<file path="config.mk">
export PLATFORM = sky130hd
export DESIGN_NAME = div_iterativo
export DESIGN_NICKNAME = d
export VERILOG_FILES = /design/src/rtl/div_defs_pkg.sv /design/src/rtl/div_paso.sv /design/src/rtl/div_iterativo.sv
export SDC_FILE = /design/constraint.sdc
export NUM_CORES = 1
export LEC_CHECK = 0
export ABC_AREA = 1
export BUFFER_PORTS_ARGS = -buffer_cell sky130_fd_sc_hd__buf_2
export CORE_UTILIZATION = 35
export CTS_BUF_LIST = sky130_fd_sc_hd__clkbuf_8
export DETAILED_ROUTE_END_ITERATION = 10
export GPL_ROUTABILITY_DRIVEN = 0
export PLACE_DENSITY = 0.54
export SYNTH_ARGS = -nofsm -noshare
export SYNTH_HDL_FRONTEND = slang
export SYNTH_SLANG_ARGS = --single-unit
</file>
<file path="constraint.sdc">
create_clock -name clk -period 2.37 [get_ports clk]
set_clock_uncertainty 0.05 [all_clocks]
set_input_delay 0.474 -clock clk [delete_from_list [all_inputs] [get_ports clk]]
set_output_delay 0.474 -clock clk [all_outputs]
set_load 0.01 [all_outputs]
</file>
<file path="src/rtl/div_defs_pkg.sv">
// Shared definitions for the iterative divider: FSM states, width default and fill constants.
package div_defs;

  typedef enum logic [1:0] {
    REPOSO  = 2'd0,
    CALCULO = 2'd1,
    FIN     = 2'd2
  } estado_t;

  localparam int ANCHO_DEF = 32;

  localparam logic [ANCHO_DEF-1:0] TODOS_UNOS   = '1;
  localparam logic [ANCHO_DEF-1:0] MAS_NEGATIVO = {1'b1, {(ANCHO_DEF-1){1'b0}}};

endpackage

</file>
<file path="src/rtl/div_paso.sv">
// One restoring-division iteration: shift {rem, quot} left, trial-subtract the divisor.
module div_paso #(
  parameter int ANCHO = 32
) (
  input  logic [ANCHO-1:0] rem,
  input  logic [ANCHO-1:0] quot,
  input  logic [ANCHO-1:0] divisor,
  output logic [ANCHO-1:0] rem_sig,
  output logic [ANCHO-1:0] quot_sig
);

  logic [ANCHO:0] desplazado;
  logic [ANCHO:0] prueba;

  always_comb begin
    desplazado = {rem, quot[ANCHO-1]};
    prueba     = desplazado - {1'b0, divisor};
    // rem < divisor always holds, so bit ANCHO of the trial is a true sign bit
    if (prueba[ANCHO]) begin
      rem_sig  = desplazado[ANCHO-1:0];
      quot_sig = {quot[ANCHO-2:0], 1'b0};
    end else begin
      rem_sig  = prueba[ANCHO-1:0];
      quot_sig = {quot[ANCHO-2:0], 1'b1};
    end
  end

endmodule

</file>
<file path="src/rtl/div_iterativo.sv">
// Multi-cycle signed/unsigned restoring divider, one quotient bit per clock.
// Optional early termination on leading zeros of the dividend: DIV_TERMINO_TEMPRANO_EN.
module div_iterativo
  import div_defs::*;
#(
  parameter int ANCHO    = ANCHO_DEF,
  parameter int CUENTA_W = 6
) (
  input  logic             clk,
  input  logic             nreset,
  input  logic             inicio,
  input  logic             con_signo,
  input  logic [ANCHO-1:0] a,
  input  logic [ANCHO-1:0] b,
  output logic             ocupado,
  output logic             listo,
  output logic [ANCHO-1:0] cociente,
  output logic [ANCHO-1:0] resto
);

  localparam logic [ANCHO-1:0] UNOS_A    = TODOS_UNOS[ANCHO-1:0];
  localparam logic [ANCHO-1:0] MAS_NEG_A = MAS_NEGATIVO[ANCHO_DEF-1 -: ANCHO];

  estado_t             estado;
  logic [CUENTA_W-1:0] cuenta;
  logic [ANCHO-1:0]    rem;
  logic [ANCHO-1:0]    quot;
  logic [ANCHO-1:0]    divisor;
  logic                neg_q;
  logic                neg_r;

  logic [ANCHO-1:0]    abs_a;
  logic [ANCHO-1:0]    abs_b;
  logic                div_cero;
  logic                desborde;
  logic [ANCHO-1:0]    rem_sig;
  logic [ANCHO-1:0]    quot_sig;

  always_comb begin
    abs_a    = (con_signo && a[ANCHO-1]) ? -a : a;
    abs_b    = (con_signo && b[ANCHO-1]) ? -b : b;
    div_cero = (b == '0);
    desborde = con_signo && (a == MAS_NEG_A) && (b == UNOS_A);
  end

`ifdef DIV_TERMINO_TEMPRANO_EN
  logic [CUENTA_W-1:0] ceros;

  // Highest set bit wins; all-zero dividend is routed to the fast path
  always_comb begin
    ceros = '0;
    for (int unsigned i = 0; i < ANCHO; i++) begin
      if (abs_a[i]) ceros = CUENTA_W'(ANCHO - 1 - i);
    end
  end
`endif

  div_paso #(.ANCHO(ANCHO)) u_paso (
    .rem      (rem),
    .quot     (quot),
    .divisor  (divisor),
    .rem_sig  (rem_sig),
    .quot_sig (quot_sig)
  );

  always_ff @(posedge clk or negedge nreset) begin
    if (!nreset) begin
      estado   <= REPOSO;
      cuenta   <= '0;
      rem      <= '0;
      quot     <= '0;
      divisor  <= '0;
      neg_q    <= 1'b0;
      neg_r    <= 1'b0;
      ocupado  <= 1'b0;
      listo    <= 1'b0;
      cociente <= '0;
      resto    <= '0;
    end else begin
      listo <= 1'b0;
      case (estado)
        REPOSO: begin
          if (inicio) begin
            ocupado <= 1'b1;
            divisor <= abs_b;
            neg_q   <= con_signo & (a[ANCHO-1] ^ b[ANCHO-1]);
            neg_r   <= con_signo & a[ANCHO-1];
            rem     <= '0;
            if (div_cero) begin
              quot   <= UNOS_A;
              rem    <= a;
              neg_q  <= 1'b0;
              neg_r  <= 1'b0;
              estado <= FIN;
            end else if (desborde) begin
              quot   <= a;
              neg_q  <= 1'b0;
              neg_r  <= 1'b0;
              estado <= FIN;
`ifdef DIV_TERMINO_TEMPRANO_EN
            end else if (abs_a == '0) begin
              quot   <= '0;
              estado <= FIN;
            end else begin
              quot   <= abs_a << ceros;
              cuenta <= CUENTA_W'(ANCHO) - ceros;
              estado <= CALCULO;
            end
`else
            end else begin
              quot   <= abs_a;
              cuenta <= CUENTA_W'(ANCHO);
              estado <= CALCULO;
            end
`endif
          end
        end
        CALCULO: begin
          rem    <= rem_sig;
          quot   <= quot_sig;
          cuenta <= cuenta - 1'b1;
          if (cuenta == CUENTA_W'(1)) estado <= FIN;
        end
        FIN: begin
          cociente <= neg_q ? -quot : quot;
          resto    <= neg_r ? -rem : rem;
          listo    <= 1'b1;
          ocupado  <= 1'b0;
          estado   <= REPOSO;
        end
        default: estado <= REPOSO;
      endcase
    end
  end

endmodule

</file>
==> qor.csv, run 1 <==
metric;value;unit
Post-Synthesis Cells;2233;
detailed-route via count;15100;
Chip Height;203;µm
Tcrit/Tclk final;99.2;%
first-pass GRT wire length;78.8;mm
post-synth top area share;30.4;%
mapped cell area;14100;µm²
CTS Buffer Depth;2;
clock latency on the worst-skew pair;0.55;ns
Arr. time, crit path;2.75;ns
DRT antenna net count;0;
Reg2Reg Depth;18;
synth cell count leaders;651 x nand2_1, 347 x inv_1, 221 x nor2_1, 172 x dfrtp_1, 164 x nand3_1;
Least-Margin Pin Slew;0.700;ns
met3 wire length;2.90;mm
total grt overflow;0;
kind of critical path;reg -> reg;
Hold Path Class;in -> reg;
FFs w/ async S/R, synth;100;%
Avg Cell Area, Syn;6.33;µm²
minimum clock period;2.35;ns
worst path cell trace;ha_4 -> fa_2 -> inv_2 -> nand3_2 -> nand2_2 -> nand2_2 -> nand2_4 -> nand2_4 -> nand2_4 -> nand2_4 -> nand2_4 -> nand2_8 -> nand2_8 -> buf_12 -> nand2_4 -> nand2_2 -> nand2_2 -> a21oi_2;
nets;2581;
Final setup viols;0;
Worst Path Required;2.76;ns
most frequent CP cell;nand2_4;
slew margin rel.;53.3;%
DR pass1 iterations;7;
CTS H-tree depth;4;
Clk pin slew, worst setup/hold paths;0.11;ns
vias in the first global route;14000;
DP Area;16300;µm²
CTS Buf Count;17;
most area-consuming cells after synthesis;dfrtp_1 30%, nand2_1 17%, inv_1 9.2%;
post-synthesis xor/xnor area fraction;6.01;%
Placeable Area;39800;µm²
max-cap viol count;0;
Final Cell Area;17400;µm²
post-synth cell types;50;
die footprint;41200;µm²
Met1 Wirelength;24.5;mm
Critical Path End Type;register;
dominant cell type by area after synthesis;dfrtp_1;
LEAKAGE;9.13;nW
initial antenna violation count;0;
Clk Tree Root Cell;clkbuf_8;
largest family of logic cells by synthesized area;simple AND/OR/NAND/NOR gates;
number of I/O pins;134;
Highest Signal Layer;met4;
Yosys reg bits;172;
PwrDens;1670;nW/µm²
Net Count, Synth;2341;
Final Max Tran Viols;0;
post-synthesis compound-gate area fraction;11.9;%
Die Wd;203;µm
Sink Count;172;
Worst path slowest cell;dfrtp_1;
Starting Density;35.5;%
WL/cell;17.1;µm
most common cell in the netlist;nand2_1;
share of layout cells above drive strength 1;20.8;%
yosys warns;0;
DRT iter0 DRCs;1188;
Post-Synth Adder-Cell Area;3.59;%
crit start category;register;
EDFF count, synth;0;
sequential share of the synthesized area;30.4;%
num rows;73;
PortBufs;133;
GRT Total Usage;25.0;%
WL met2;21.9;mm
Area Overhead vs Synth;23.2;%
mux cell area share after synthesis;0;%
outcome;finished, final reports clean;
top_reg_cell synth;dfrtp_1;
slowest cell delay on critical path;0.42;ns
unrepaired setup endpoints after global routing;yes;
largest net degree at the start of global routing;91;
Remaining DRCs;0;
ANT cells;0;
simple-gate share of the synthesized area;36.0;%
Final HPWL DP;41.3;mm
worst vdd ir;0.713;mV
CP Max Fanout;7;
Highest Clock Rate;0.425;GHz
hold depth;3;
total wire length;51.4;mm
vias per inst;5.02;
Hold Fails Final Rpt;0;
Power Total;29.1;mW
CTS tree;built;
==> cell families after synthesis <==
family	after synthesis
adders and majority gates	40
buffers and inverters	432
xor gates and xnor gates	97
DFF	172
and+or+nand+nor	1176
AOI/OAI and AO/OA	316
==> power by group <==
| group | switching [mW] | total (mW) | internal [mW] |
|---|---|---|---|
| Clock | 1.31 | 2.22 | 0.909 |
| Combinational | 12.8 | 21.2 | 8.40 |
| Sequential | 1.26 | 5.66 | 4.40 |
| Total | 15.4 | 29.1 | 13.7 |
==> layout by cell type, fill, tap and decap left out, types with 50 or more instances in the layout <==
master	synthesis	routed
nand2_1	651	621
inv_1	347	334
nor2_1	221	209
dfrtp_1	172	161
nand3_1	164	158
o21ai_0	158	157
buf_4	2	143
buf_2	12	132
xor2_1	88	88
a21oi_1	83	74
nand2_2	25	50
==> worst paths after layout <==
path	from	end	slack (ns)
worst max-delay path	divisor[0]	rem[28]	0.02
worst min-delay path	a[0]	quot[0]	0.20
worst max register to register	divisor[0]	rem[28]	0.02
worst min register to register	cociente[3]	cociente[3]	0.43
max in group asynchronous	nreset	divisor[15]	1.06
min in group asynchronous	nreset	resto[8]	0.45
==> critical path, delay by kind of cell, from the launching register on <==
| family | cells | cell delay, ns |
|---|---|---|
| compound gates | 1 | 0.16 |
| fa+ha+maj | 2 | 0.54 |
| buf+inv | 2 | 0.20 |
| flops | 1 | 0.42 |
| simple gates | 13 | 0.89 |
==> registers in the layout (all words and copies together) (netlist names) <==
name	flops
cociente	32
cuenta	6
divisor	32
estado	2
listo	1
neg_q	1
neg_r	1
ocupado	1
quot	32
rem	32
resto	32
==> cell type report <==
class / instances / area, µm²
clock buffer: 19 / 262
clock inverter: 13 / 126
tap: 525 / 657
fill: 4331 / 22400
inverter: 363 / 1360
timing repair buffer: 290 / 2010
sequential: 172 / 4320
multi-input combinational: 1629 / 8680
==> what timing repair did <==
| item | 4_1_cts | 5_1_grt |
|---|---|---|
| hold buffers | 1 | 0 |
| gates resized for setup | 10 | 116 |
| gates cloned | 0 | 3 |
| buffers inserted | 0 | 6 |
| pin swaps | 0 | 21 |
| endpoints found under the setup margin | 14 | 48 |
| hold endpoints to repair | 54 | 0 |
==> metrics by stage <==
| stage | utilization (%) | hold WS (ns) | TNS [ns] | cells | setup slack, ns |
|---|---|---|---|---|---|
| floorplan | - | 0.128 | 0 | 2233 | 0.0824 |
| detailed placement | 41.1 | 0.417 | -0.416 | 2969 | -0.112 |
| CTS | 42.2 | 0.165 | 0 | 3002 | 0.00509 |
| finish | 43.7 | 0.197 | 0 | 3011 | 0.0178 |
| global route | 43.7 | 0.195 | -0.813 | 3011 | -0.0639 |
| global placement | 41.1 | 0.410 | -0.0475 | 2969 | -0.0147 |
==> per-layer routing <==
metal | track usage, % | up-vias
met4 | 11.6 | 0
met2 | 37.1 | 456
met1 | 35.4 | 7043
met3 | 3.82 | 88
met5 | 0 | -
li1 | - | 7522
(Power assumes the default switching activity.)
==> run 2: changes to the inputs <==
--- a/config.mk
+++ b/config.mk
@@ -6,12 +6,12 @@
 export NUM_CORES = 1
 export LEC_CHECK = 0
 export ABC_AREA = 1
-export BUFFER_PORTS_ARGS = -buffer_cell sky130_fd_sc_hd__buf_2
 export CORE_UTILIZATION = 35
 export CTS_BUF_LIST = sky130_fd_sc_hd__clkbuf_8
 export DETAILED_ROUTE_END_ITERATION = 10
+export DONT_BUFFER_PORTS = 1
 export GPL_ROUTABILITY_DRIVEN = 0
-export PLACE_DENSITY = 0.54
+export PLACE_DENSITY = 0.51
 export SYNTH_ARGS = -nofsm -noshare
 export SYNTH_HDL_FRONTEND = slang
 export SYNTH_SLANG_ARGS = --single-unit
==> run 2 against run 1 <==
  * The flow now finishes with violations (hold timing)
  * Highest routed layer is now met5
  * First-iteration DRC count shrank 8.0%
  * Final area shrank 5.3%
  * Clock power grew 3%
  * Die area is the same
  * Via count shrank 4.6%
  * Register-to-register slack is essentially flat
  * Setup slack gained 0.0061 ns
  * Routed wire length shrank 0.51%
  * Clock-buffer cell count is the same
  * Non-clock buffer count shrank 156
  * Global-route usage shrank 0.11 points
==> qor.csv, run 2 (same netlist as run 1, synthesis figures left out) <==
metric;value;unit;change
CTS Buf Count;17;;unchanged
failing checks;hold timing;;
unrepaired setup endpoints after global routing;yes;;
LEAKAGE;8.43;nW;-7.8%
WL/cell;17.9;µm;+4.9%
Chip Height;203;µm;unchanged
Final setup viols;0;;unchanged
CP Max Fanout;14;;+7
GRT Total Usage;24.9;%;-0.11 points
Min Hold Slack;-0.416;ns;-0.613 ns
PwrDens;1710;nW/µm²;+2.5%
first-pass GRT wire length;78.4;mm;-0.46%
Area Overhead vs Synth;16.6;%;
Arr. time, crit path;2.69;ns;-0.06 ns
num rows;73;;unchanged
Power Total;28.2;mW;-3.0%
crit start category;register;;
detailed-route via count;14400;;-4.6%
DRT iter0 DRCs;1093;;-8.0%
total grt overflow;0;;unchanged
share of layout cells above drive strength 1;14.5;%;-6.3 points
commonest cells after routing, fill and taps aside;633 x nand2_1, 339 x inv_1, 211 x nor2_1, 165 x dfrtp_1, 159 x nand3_1;;
Final Max Tran Viols;0;;unchanged
Clk Tree Root Cell;clkbuf_8;;
outcome;finished, violations left;;
Worst Path Required;2.72;ns;-0.04 ns
minimum clock period;2.35;ns;-0.00606 ns
Layout Cells excl Fill;2856;;-5.1%
Least-Margin Pin Slew;0.544;ns;-0.156 ns
Die Wd;203;µm;unchanged
number of I/O pins;134;;unchanged
vias per inst;5.05;;+0.58%
Gate power share;70.5;%;-2.4 points
initial antenna violation count;1;;+1
total wire length;51.2;mm;-0.51%
CTS tree;built;;
die footprint;41200;µm²;unchanged
DR pass1 iterations;5;;-2
clock latency on the worst-skew pair;0.53;ns;-0.02 ns
Starting Density;35.5;%;unchanged
DRT antenna net count;0;;unchanged
Highest Clock Rate;0.426;GHz;+0.26%
Hold Path Class;in -> async;;
Net Sw Power;15.0;mW;-2.2%
ANT cells;0;;unchanged
Critical Path End Type;register;;
CTS Buffer Depth;2;;unchanged
Final HPWL DP;41.0;mm;-0.93%
vias in the first global route;13700;;-2.3%
most common cell after layout, fill and taps aside;nand2_1;;
worst vdd ir;0.741;mV;+3.9%
slew margin rel.;63.4;%;+10 points
placed insts;2819;;-5.1%
Placeable Area;39800;µm²;unchanged
Sink Count;172;;unchanged
max-cap viol count;0;;unchanged
kind of critical path;reg -> reg;;
nets;2426;;-6.0%
clock share of power;8.1;%;+0.5 points
Hold Fails Final Rpt;172;;+172
Tcrit/Tclk final;99.0;%;-0.26 points
CTS H-tree depth;4;;unchanged
Cell Int Power;13.2;mW;-3.9%
PortBufs;0;;-100%
largest net degree at the start of global routing;173;;+90%
Remaining DRCs;0;;unchanged
FILL cells;4345;;+0.32%
Sw Share;53.2;%;+0.43 points
Reg power frac;21.4;%;+1.9 points
Clk pin slew, worst setup/hold paths;0.12;ns;about the same
[run 2: power by group through the flow]
stage | Clock [mW] | Sequential [mW] | Combinational, mW
2_1_floorplan | 0 | 5.56 | 12.2
3_3_place_gp | 0 | 5.91 | 18.2
3_5_place_dp | 0 | 5.95 | 18.4
4_1_cts | 2.36 | 5.91 | 18.7
5_1_grt | 2.47 | 6.23 | 22.1
6_report | 2.29 | 6.04 | 19.9
[run 2: what timing repair did]
action / CTS / global route
resized for setup: 9 / 82
hold endpoints to repair: 172 / 172
cloned: 1 / 0
setup buffers: 1 / 3
endpoints found under the setup margin: 31 / 46
pin swaps: 2 / 10
[run 2: routing by layer]
layer	share of wire, %	global-route usage (%)
met5	0.035	0
met4	2.8	8.08
met3	5.9	4.74
met2	44	39.2
met1	47	34.1
[run 2: cell type report]
class / instances / area (µm²) / share of cell area (%)
Clock buffer: 19 / 262 / 1.59
Clock inverter: 13 / 159 / 0.964
Inverter: 363 / 1360 / 8.26
Multi-Input combinational cell: 1630 / 8650 / 52.4
Sequential cell: 172 / 4310 / 26.2
Tap cell: 525 / 657 / 3.98
Timing Repair Buffer: 134 / 1090 / 6.60
[run 2: critical path: stages (launching register included)]
cell	delay, ns
dfrtp_1	0.43
ha_4	0.18
fa_2	0.37
inv_2	0.08
nand3_2	0.07
nand2_2	0.08
nand2_2	0.06
nand2_4	0.07
nand2_4	0.05
nand2_4	0.07
nand2_4	0.07
nand2_4	0.10
nand2_8	0.08
nand2_8	0.12
buf_12	0.15
nand2_1	0.06
nand3_1	0.08
a21oi_2	0.06
[run 2: metrics by stage]
stage / TNS (ns) / worst slack [ns] / util, % / instance area, µm²
2_1_floorplan: 0 / 0.0824 / - / 14100
3_3_place_gp: -0.0612 / -0.0377 / 39.0 / 15500
3_5_place_dp: -0.386 / -0.0383 / 39.0 / 15500
4_1_cts: 0 / 0.00321 / 40.3 / 16000
5_1_grt: -0.994 / -0.0745 / 41.4 / 16500
6_report: 0 / 0.0239 / 41.4 / 16500
[run 2: path summary, 6_finish.rpt]
kind	startpoint	end	slack (ns)	cells after the start
max	divisor[0]	rem[20]	0.02	17
min	nreset	rem[23]	-0.42	0
max reg2reg	divisor[0]	rem[20]	0.02	17
min reg2reg	divisor[22]	divisor[22]	0.44	2
max in group asynchronous	nreset	divisor[10]	2.31	0
min in group clk	b[26]	divisor[26]	0.05	2
==> run 3: changes to the inputs <==
--- a/config.mk
+++ b/config.mk
@@ -11,7 +11,9 @@
 export DETAILED_ROUTE_END_ITERATION = 10
 export DONT_BUFFER_PORTS = 1
 export GPL_ROUTABILITY_DRIVEN = 0
+export HOLD_SLACK_MARGIN = 0.03
 export PLACE_DENSITY = 0.51
 export SYNTH_ARGS = -nofsm -noshare
 export SYNTH_HDL_FRONTEND = slang
+export SYNTH_HIERARCHICAL = 1
 export SYNTH_SLANG_ARGS = --single-unit
==> run 3 against run 2 <==
  * The run ends with hold timing, setup timing left
  * Register-to-register slack worse by 0.17 ns
  * Synthesized cell count increased by 4.1%
  * Die area up 1.5%
  * Sequential power rose by 1%
  * Clock-buffer cell count decreased by 2
  * Fmax decreased by 6.6%
  * Hold slack improved by 0.015 ns
  * Combinational power about the same
  * Routed wire length rose by 1.6%
  * Non-clock buffer count is 44 higher
  * Sequential share of layout area is 0.47 points lower
  * Critical path type unchanged
  * Largest cell class unchanged
==> qor.csv, run 3 <==
metric;value;unit;change
outcome;finished, violations left;;
failing checks;hold timing, setup timing;;
CTS tree;built;;
first-pass GRT wire length;80.3;mm;+2.3%
max-cap viol count;0;;unchanged
ANT cells;0;;unchanged
Arr. time, crit path;2.84;ns;+0.15 ns
top_reg_cell synth;dfrtp_1;;
CTS Buf Count;17;;unchanged
DR pass1 iterations;5;;unchanged
minimum clock period;2.51;ns;+0.165 ns
most area-consuming cells after synthesis;dfrtp_1 30%, nand2_1 22%, nand3_1 7.5%;;
Worst Path Required;2.70;ns;-0.02 ns
worst vdd ir;0.597;mV;-19%
LEAKAGE;8.73;nW;+3.6%
Remaining DRCs;0;;unchanged
worst r2r src;rem[4];;
Seq. cell area;4310;µm²;about the same
Die Wd;204;µm;+0.72%
Reg2Reg Depth;16;;-1
placed insts;2916;;+3.4%
crit path launch;rem[4];;
Layout Cells excl Fill;2958;;+3.6%
Cell Int Power;13.5;mW;+2.3%
most common cell in the netlist;nand2_1;;
sequential share of the synthesized area;30.0;%;-0.44 points
area of the multi-input gates;8820;µm²;+2.0%
yosys warns;6;;+6
CTS H-tree depth;4;;unchanged
Hold Path Class;in -> async;;
nets;2528;;+4.2%
commonest cells after routing, fill and taps aside;800 x nand2_1, 279 x inv_1, 255 x nor2_1, 213 x nand3_1, 168 x dfrtp_1;;
number of I/O pins;134;;unchanged
GRT Total Usage;25.2;%;+0.32 points
worst flop-to-flop path endpoint;rem[12];;
Sink Count;172;;unchanged
Chip Height;204;µm;+0.72%
Least-Margin Pin Slew;0.747;ns;+0.203 ns
Placeable Area;40100;µm²;+0.69%
Hold Fails Final Rpt;172;;unchanged
Starting Density;35.8;%;+0.28 points
Final HPWL DP;40.9;mm;-0.18%
total grt overflow;0;;unchanged
most common cell after layout, fill and taps aside;nand2_1;;
share of layout cells above drive strength 1;14.0;%;-0.53 points
worst path cell trace;ha_1 -> nand2_1 -> nand2_1 -> a21oi_2 -> nand2_2 -> nand2_2 -> nand2_2 -> nand2_4 -> nand2_4 -> nand2_4 -> nand2_8 -> buf_12 -> nand2_4 -> nand2_2 -> a21oi_1 -> a22oi_1;;
R2R Setup Slk;-0.14;ns;-0.17 ns
Placement Setup Slack;-0.198;ns;-0.160 ns
Tcrit/Tclk final;106;%;+7.0 points
Gate power share;70.6;%;about the same
CTS Buffer Depth;2;;unchanged
Clk pin slew, worst setup/hold paths;0.11;ns;about the same
slew margin rel.;50.1;%;-13 points
post-synth cell types;48;;-4.0%
vias in the first global route;14000;;+1.9%
Net Sw Power;15.2;mW;+1.2%
worst setup margin;-0.141;ns;-0.165 ns
Reg power frac;21.3;%;about the same
Area Overhead vs Synth;16.9;%;
Clk Tree Root Cell;clkbuf_8;;
setup TNS;-2.71;ns;-2.71 ns
synth cell count leaders;830 x nand2_1, 284 x inv_1, 262 x nor2_1, 216 x nand3_1, 172 x dfrtp_1;;
die footprint;41800;µm²;+1.5%
DRT antenna net count;0;;unchanged
total wire length;52.0;mm;+1.6%
largest net degree at the start of global routing;173;;unchanged
dominant cell type by area after synthesis;dfrtp_1;;
clock latency on the worst-skew pair;0.52;ns;about the same
Final setup viols;33;;+33
Worst path slowest cell;dfrtp_1;;
PwrDens;1710;nW/µm²;about the same
Highest Clock Rate;0.398;GHz;-6.6%
slowest cell delay on critical path;0.46;ns;+0.03 ns
Final Cell Area;16800;µm²;+1.7%
unrepaired setup endpoints after global routing;yes;;
crit start category;register;;
initial antenna violation count;0;;-1
Min Hold Slack;-0.401;ns;+0.0151 ns
Final Max Tran Viols;0;;unchanged
DRT iter0 DRCs;1365;;+25%
Post-Synthesis Cells;2325;;+4.1%
clock share of power;8.1;%;about the same
DP Area;15800;µm²;+1.6%
PortBufs;0;;unchanged
Yosys reg bits;172;;unchanged
detailed-route via count;15000;;+3.8%
Net Count, Synth;2433;;+3.9%
Sw Share;53.0;%;-0.28 points
post-synth top area share;30.0;%;-0.44 points
vias per inst;5.06;;+0.18%
FFs w/ async S/R, synth;100;%;unchanged
EDFF count, synth;0;;unchanged
Power Total;28.7;mW;+1.7%
FILL cells;4362;;+0.39%
num rows;73;;unchanged
Hold-fix buffers, CTS;3;;
post-layout util;41.8;%;+0.43 points
Critical Path End Type;register;;
WL/cell;17.6;µm;-1.9%
Avg Cell Area, Syn;6.17;µm²;-2.5%
CP Max Fanout;8;;-6
kind of critical path;reg -> reg;;
mapped cell area;14300;µm²;+1.5%
==> run 3: cell count changes after synthesis, sizes merged, moves of 12 or more <==
cell	change
nand2	+159
o21ai	-98
inv	-70
nand3	+53
buf	+44
nor2	+38
a22oi	+28
xor2	-22
a21oi	-16
o22ai	-12
==> run 3: final cells by class <==
cell class | count | share of cell area [%]
clock buffer | 17 | 1.39
tap | 525 | 3.92
sequential | 172 | 25.7
timing repair buffer | 178 | 8.70
multi-input combinational | 1758 | 52.6
clock inverter | 15 | 1.17
inverter | 293 | 6.56
==> run 3: kinds of logic (layout without fill, tap and decap cells) <==
group	count (synthesis)	count (layout)	synth area share, %
xor+xnor	73	73	4.46
flops	172	172	30.0
simple gates	1421	1423	41.4
compound gates	222	222	8.70
fa+ha+maj	40	40	3.54
buf+inv	397	503	11.9
==> run 3: worst max-delay path by stage <==
stage / end / slack, ns / depth (start not counted)
floorplan: rem[24] / 0.05 / 18
global placement: rem[14] / -0.17 / 18
detailed placement: rem[14] / -0.20 / 18
global route: rem[12] / -0.26 / 19
CTS: rem[29] / -0.04 / 19
finish: rem[12] / -0.14 / 16
==> run 3: timing repair <==
| action | 4_1_cts | 5_1_grt |
|---|---|---|
| pin swaps | 10 | 57 |
| setup endpoints to repair | 33 | 36 |
| endpoints found under the hold margin | 175 | 172 |
| buffers inserted | 2 | 1 |
| resized for setup | 47 | 48 |
| gates cloned | 3 | 1 |
==> run 3: critical path: cells and delay by family, from the launching register on <==
kind	cells	cell delay, ns
and+or+nand+nor	11	0.89
adders and majority gates	1	0.38
DFF	1	0.46
AOI/OAI and AO/OA	3	0.42
buffers and inverters	1	0.17
==> run 3: power groups by stage <==
stage	Combinational (mW)	Sequential, mW	Clock, mW
2_1_floorplan	12.1	5.68	0
3_3_place_gp	18.1	6.04	0
3_5_place_dp	18.2	6.08	0
4_1_cts	19.3	6.07	2.39
5_1_grt	22.5	6.29	2.49
6_report	20.2	6.11	2.32
==> run 3: metal layers <==
metal | up-vias | track usage [%] | share of wire [%] | routed length [µm]
li1 | 7485 | - | - | -
met1 | 6873 | 37.2 | 48 | 25200
met2 | 544 | 37.5 | 42 | 21900
met3 | 53 | 4.43 | 7.4 | 3840
met4 | 0 | 6.05 | 2.0 | 1030
met5 | - | 0 | 0 | 0
